File: src/rtl/srp_host_pkg.sv
// Shared types and default sizes for the SRP host-side sequencer.
package srp_host_pkg;

   typedef enum logic [2:0] {
      S_IDLE,
      S_LOAD,
      S_KICK,
      S_RUN,
      S_DUMP,
      S_FIN
   } host_state_t;

   localparam int DEF_ADDR_W      = 1;
   localparam int DEF_DATA_W      = 1;
   localparam int DEF_DEPTH       = 2;
   localparam int DEF_RES_W       = 2;
   localparam int DEF_INIT_W      = 1;
   localparam int DEF_TIMEOUT_CYC = 1024;

endpackage

File: src/rtl/srp_dump_buf.sv
// Single-entry output holding register for the array dump stream.
// It is filled from the one-cycle-latency array read and drained by valid/ready.
module srp_dump_buf #(
   parameter int DATA_W = 1
) (
   input  logic              clk,
   input  logic              r_enable,
   input  logic              in_valid,
   input  logic [DATA_W-1:0] in_data,
   output logic              space,
   output logic              out_valid,
   input  logic              out_ready,
   output logic [DATA_W-1:0] out_data
);

   // A new read may be issued when the entry is empty or is leaving this cycle.
   assign space = !out_valid || out_ready;

   // Capture returning read data; otherwise drop the word once it is accepted.
   always_ff @(posedge clk) begin
      if (r_enable) begin
         out_valid <= 1'b0;
         out_data  <= '0;
      end else if (in_valid) begin
         out_valid <= 1'b1;
         out_data  <= in_data;
      end else if (out_ready) begin
         out_valid <= 1'b0;
      end
   end

endmodule

File: src/rtl/srp_host_ctrl.sv
// Host-side sequencer for one SRP kernel: preloads the kernel array, launches
// the kernel, waits for completion (with timeout), then dumps the array.
module srp_host_ctrl
   import srp_host_pkg::*;
#(
   parameter int ADDR_W      = DEF_ADDR_W,
   parameter int DATA_W      = DEF_DATA_W,
   parameter int DEPTH       = DEF_DEPTH,
   parameter int RES_W       = DEF_RES_W,
   parameter int INIT_W      = DEF_INIT_W,
   parameter int TIMEOUT_CYC = DEF_TIMEOUT_CYC
) (
   input  logic              clk,
   input  logic              r_enable,
   input  logic              start,
   input  logic [INIT_W-1:0] init_arg,
   input  logic              ld_valid,
   output logic              ld_ready,
   input  logic [DATA_W-1:0] ld_data,
   output logic              du_valid,
   input  logic              du_ready,
   output logic [DATA_W-1:0] du_data,
   output logic              busy,
   output logic              done,
   output logic              err,
   output logic [RES_W-1:0]  res,
   output logic              k_r_enable,
   output logic [INIT_W-1:0] k_init,
   input  logic              k_w_enable,
   input  logic [RES_W-1:0]  k_result,
   output logic              k_ctl,
   output logic              k_we,
   output logic [ADDR_W-1:0] k_addr,
   output logic [DATA_W-1:0] k_wdata,
   input  logic [DATA_W-1:0] k_rdata
);

   localparam int AC_W  = ADDR_W + 1;
   localparam int CNT_W = $clog2(TIMEOUT_CYC + 1);

   host_state_t       state;
   logic [AC_W-1:0]   a;
   logic [AC_W-1:0]   ack_cnt;
   logic [CNT_W-1:0]  cnt;
   logic [INIT_W-1:0] arg_q;
   logic              ld_ready_q;
   logic              ctl_q;
   logic              rd_pend;
   logic              buf_space;
   logic              ld_hs;
   logic              issue;
   logic              du_hs;

   // Reset releases the array port and the preload stream in the same cycle.
   assign ld_ready = ld_ready_q && !r_enable;
   assign k_ctl    = ctl_q && !r_enable;

   assign ld_hs = (state == S_LOAD) && ld_ready_q && ld_valid && !r_enable;
   assign issue = (state == S_DUMP) && !rd_pend && buf_space &&
                  (a < AC_W'(DEPTH)) && !r_enable;
   assign du_hs = du_valid && du_ready;

   // Drive the control-array port: writes during preload, reads during dump.
   always_comb begin
      k_we    = ld_hs;
      k_addr  = '0;
      k_wdata = '0;
      if (ld_hs) begin
         k_addr  = a[ADDR_W-1:0];
         k_wdata = ld_data;
      end else if (issue) begin
         k_addr = a[ADDR_W-1:0];
      end
   end

   srp_dump_buf #(
      .DATA_W (DATA_W)
   ) u_dump_buf (
      .clk       (clk),
      .r_enable  (r_enable),
      .in_valid  (rd_pend),
      .in_data   (k_rdata),
      .space     (buf_space),
      .out_valid (du_valid),
      .out_ready (du_ready),
      .out_data  (du_data)
   );

   // Sequencer FSM with all host-visible status and kernel controls registered.
   always_ff @(posedge clk) begin
      if (r_enable) begin
         state      <= S_IDLE;
         busy       <= 1'b0;
         done       <= 1'b0;
         err        <= 1'b0;
         res        <= '0;
         ld_ready_q <= 1'b0;
         ctl_q      <= 1'b0;
         k_r_enable <= 1'b0;
         k_init     <= '0;
         a          <= '0;
         ack_cnt    <= '0;
         cnt        <= '0;
         arg_q      <= '0;
         rd_pend    <= 1'b0;
      end else begin
         done       <= 1'b0;
         k_r_enable <= 1'b0;
         rd_pend    <= issue;
         unique case (state)
            S_IDLE: begin
               if (start) begin
                  arg_q      <= init_arg;
                  a          <= '0;
                  busy       <= 1'b1;
                  ld_ready_q <= 1'b1;
                  ctl_q      <= 1'b1;
                  state      <= S_LOAD;
               end
            end
            S_LOAD: begin
               if (ld_hs) begin
                  a <= a + AC_W'(1);
                  if (a == AC_W'(DEPTH - 1)) begin
                     ld_ready_q <= 1'b0;
                     ctl_q      <= 1'b0;
                     k_r_enable <= 1'b1;
                     k_init     <= arg_q;
                     state      <= S_KICK;
                  end
               end
            end
            S_KICK: begin
               a       <= '0;
               ack_cnt <= '0;
               cnt     <= '0;
               state   <= S_RUN;
            end
            S_RUN: begin
               if (k_w_enable) begin
                  res   <= k_result;
                  err   <= 1'b0;
                  ctl_q <= 1'b1;
                  state <= S_DUMP;
               end else if (cnt == CNT_W'(TIMEOUT_CYC - 1)) begin
                  err   <= 1'b1;
                  done  <= 1'b1;
                  state <= S_FIN;
               end else begin
                  cnt <= cnt + CNT_W'(1);
               end
            end
            S_DUMP: begin
               if (issue) begin
                  a <= a + AC_W'(1);
               end
               if (du_hs) begin
                  ack_cnt <= ack_cnt + AC_W'(1);
                  if (ack_cnt == AC_W'(DEPTH - 1)) begin
                     ctl_q <= 1'b0;
                     done  <= 1'b1;
                     state <= S_FIN;
                  end
               end
            end
            S_FIN: begin
               busy  <= 1'b0;
               state <= S_IDLE;
            end
            default: begin
               state <= S_IDLE;
            end
         endcase
      end
   end

endmodule

File: config.mk
export PLATFORM = sky130hd
export DESIGN_NAME = srp_host_ctrl
export DESIGN_NICKNAME = d
export VERILOG_FILES = /design/src/rtl/srp_host_pkg.sv /design/src/rtl/srp_dump_buf.sv /design/src/rtl/srp_host_ctrl.sv
export SDC_FILE = /design/constraint.sdc
export NUM_CORES = 1
export LEC_CHECK = 0
export CAP_MARGIN = 20
export CORE_MARGIN = 4
export CORE_UTILIZATION = 41
export DETAILED_ROUTE_END_ITERATION = 10
export GPL_TIMING_DRIVEN = 0
export PLACE_DENSITY = 0.75
export SLEW_MARGIN = 20
export SYNTH_ARGS = -nofsm -noshare
export SYNTH_HDL_FRONTEND = slang
export SYNTH_SLANG_ARGS = --single-unit
File: constraint.sdc
create_clock -name clk -period 3.23 [get_ports clk]
set_clock_uncertainty 0.1 [all_clocks]
set_input_delay 0.323 -clock clk [delete_from_list [all_inputs] [get_ports clk]]
set_output_delay 0.323 -clock clk [all_outputs]
set_load 0.01 [all_outputs]
==> qor.yml <==
drc_errors: 0
dp.cells: 254
regArea_sq_um: 620.6
dp_hpwl_mm: 2.633
drive_gt1_share_pct: 9.906
vias: 1472
status: "complete, no violations"
irDropWorstVdd_v: 0.0001992
critical_path.startpoint: "r_enable"
placed_area_sq_mm: 0.001906
dr.pass1.iters: 6
min_period_ns: 2.710
ys.flop_type: "dfxtp_1"
synth.area.top_cells: "dfxtp_1 (39%), a21oi_1 (4.4%), nand2_1 (4.0%)"
design_area_sq_mm: 0.001978
die_h_um: 70.57
crit_type: "in -> out"
max_slew_margin_pct: 61.99
num_antenna_cells: 0
grt_first_pass_wirelength_mm: 6.113
fin_cells: 260
ys_warn_count: 0
holdCritStartpoint: "cnt[10]"
drtIter0Drc: 135
htreeDepth: 2
initial_core_util_pct: 43.20
crit_path_max_fanout: 10
root_buffer: "clkbuf_8"
cts_max_path_buffers: 2
layout_setup_ws_ns: 0.5197
grt_pass1_vias: 1361
io_pins: 25
avgRoutedWirePerCell_um: 14.03
synth.largest_area_cell: "dfxtp_1"
cp-start-kind: "primary input"
reg2reg_to: "cnt[7]"
numCtsBuffers: 5
power.total_mw: 0.8726
period_share_pct: 83.91
report.final.slew_viol_count: 0
intPower_mw: 0.6268
synth_edf_count: 0
ys_seq_area_share_pct: 38.66
netlist_instances: 182
wirelength_mm: 3.647
post_cts_buffers: 0
rows: 22
hold_viol: 0
async_flop_share_pct: 0
port_buffers: 24
pre_cts_slack_ns: 0.4770
fillCellCount: 363
power_frac_clock_pct: 31.4
pwr-share-comb_pct: 21.0
switchingPower_mw: 0.2459
area_delta_synth_final_pct: 23.23
hold_buffers: 0
r2r_setup_slack_ns: 1.32
overflow: 0
tightest_slew_ns: 0.5658
cts_resized: 0
switching_share_pct: 28.18
required_ns: 2.81
multi_input_area_sq_um: 925.9
synthesis.nets: 196
clock_sinks: 31
die_w_um: 70.57
antenna_found_initial: 0
ant_nets: 0
cap_violations: 0
seqPwrFrac_pct: 47.6
max_freq_mhz: 369.0
finalSetupViolations: 0
synth_top_cell_area_share_pct: 38.66
die_area_sq_mm: 0.004980
r2r_cells: 5
finalNetCount: 227
grt_max_degree: 11
drt-vias-per-instance: 5.662
hold_class: "reg -> reg"
hold_path_end: "cnt[10]"
synth.avg_cell_area_sq_um: 8.820
critPathArrivalTime_ns: 2.29
gp_congestion: 0.7951
setup-tns-final_ns: 0
grt_setup_unrepaired: "no"
powerDensity_mw_per_mm2: 441.1
p_leak_nw: 0.6970
cts_tree: "built"
end_kind: "output pin"
r2r_start: "cnt[0]"
ys_types: 53
synth_area_sq_mm: 0.001605
worstSkewPairLatency_ns: 0.28
ys_ff_latch: 31
grt_usage_pct: 15.23
min_path_cells: 2
core-area_sq_mm: 0.003716
path_clk_slew_ns: 0.06
layout make-up:
cell class                 instances  share of cell area (%)
timing repair buffer              24                   12.14
multi-input combinational        137                   46.81
inverter                           6                   1.139
tap                               48                   3.036
sequential                        31                   31.37
buffer                             8                   1.834
clock buffer                       6                   3.669
cells in the final DEF (no fill, tap or decap), drive strengths merged, types with 3 or more instances in the layout:
cell and instances:
a21oi 14, a311oi 4, a31oi 3, and3 3
buf 6, clkbuf 8, clkdlybuf4s50 24, dfxtp 31
ha 3, inv 6, mux2i 5, nand2 18
nand3 7, nand3b 3, nor2 16, nor2b 3
nor3 7, o21ai 7, o21bai 3
per-stage QoR:
| step | utilization [%] | hold WS, ns |
|---|---|---|
| floorplan | - | 0.3068 |
| CTS | 53.23 | 0.3389 |
| detailed placement | 51.28 | 0.3292 |
| global route | 53.23 | 0.3673 |
| global placement | 51.28 | 0.3175 |
| finish | 53.23 | 0.3356 |
worst max-delay path, cell delays in order:
cell,delay [ns]
clkdlybuf4s50_1,0.49
clkbuf_1,0.43
buf_1,0.48
nor2_1,0.07
clkdlybuf4s50_1,0.49
worst max path at each step:
stage | endpoint | depth (start not counted)
floorplan | k_addr | 4
finish | k_ctl | 5
global route | k_ctl | 5
CTS | k_ctl | 5
global placement | k_ctl | 5
detailed placement | k_ctl | 5
power groups by stage:
stage	Clock (mW)	Sequential [mW]	Combinational [mW]
after floorplan	0	0.421	0.126
after global placement	0	0.423	0.180
after detailed placement	0	0.423	0.183
after CTS	0.284	0.415	0.183
after global routing	0.296	0.417	0.202
final	0.274	0.415	0.183
logic make-up after synthesis:
| logic type | after synthesis | share of synthesized area, % |
|---|---|---|
| fa+ha+maj | 3 | 2.339 |
| compound gates | 49 | 22.45 |
| xor+xnor | 3 | 1.637 |
| flops | 31 | 38.66 |
| buf+inv | 14 | 3.663 |
| mux | 5 | 3.118 |
| simple gates | 77 | 28.14 |
state kept, by name, summed over array words and instances, names as in the netlist, 2 cells and up:
signal	count
a	2
state	3
cnt	11
ack_cnt	2
res	2
synth_stat cells, types with 2 or more instances:
master / number
a21oi_1: 14
and4_1: 2
nand3b_1: 3
o21a_1: 2
nor2_1: 16
a311oi_1: 3
and2_1: 2
mux2i_1: 5
o211ai_1: 2
nand2_1: 17
a22o_1: 2
a31oi_1: 3
nor3_1: 7
nand2b_1: 2
dfxtp_1: 31
nand3_1: 7
xnor2_1: 2
ha_1: 3
buf_2: 5
o21bai_1: 3
clkbuf_1: 2
and3_1: 3
a211oi_1: 2
inv_1: 6
nor2b_1: 3
nor3b_1: 2
o21ai_0: 7
layer usage:
| layer | share of wire, % | global-route usage (%) |
|---|---|---|
| met4 | 2.0 | 7.098 |
| met1 | 47 | 19.14 |
| met3 | 5.4 | 3.835 |
| met2 | 46 | 24.53 |
| met5 | 0 | 0 |
Note: power is estimated with default switching activity, not from simulation.
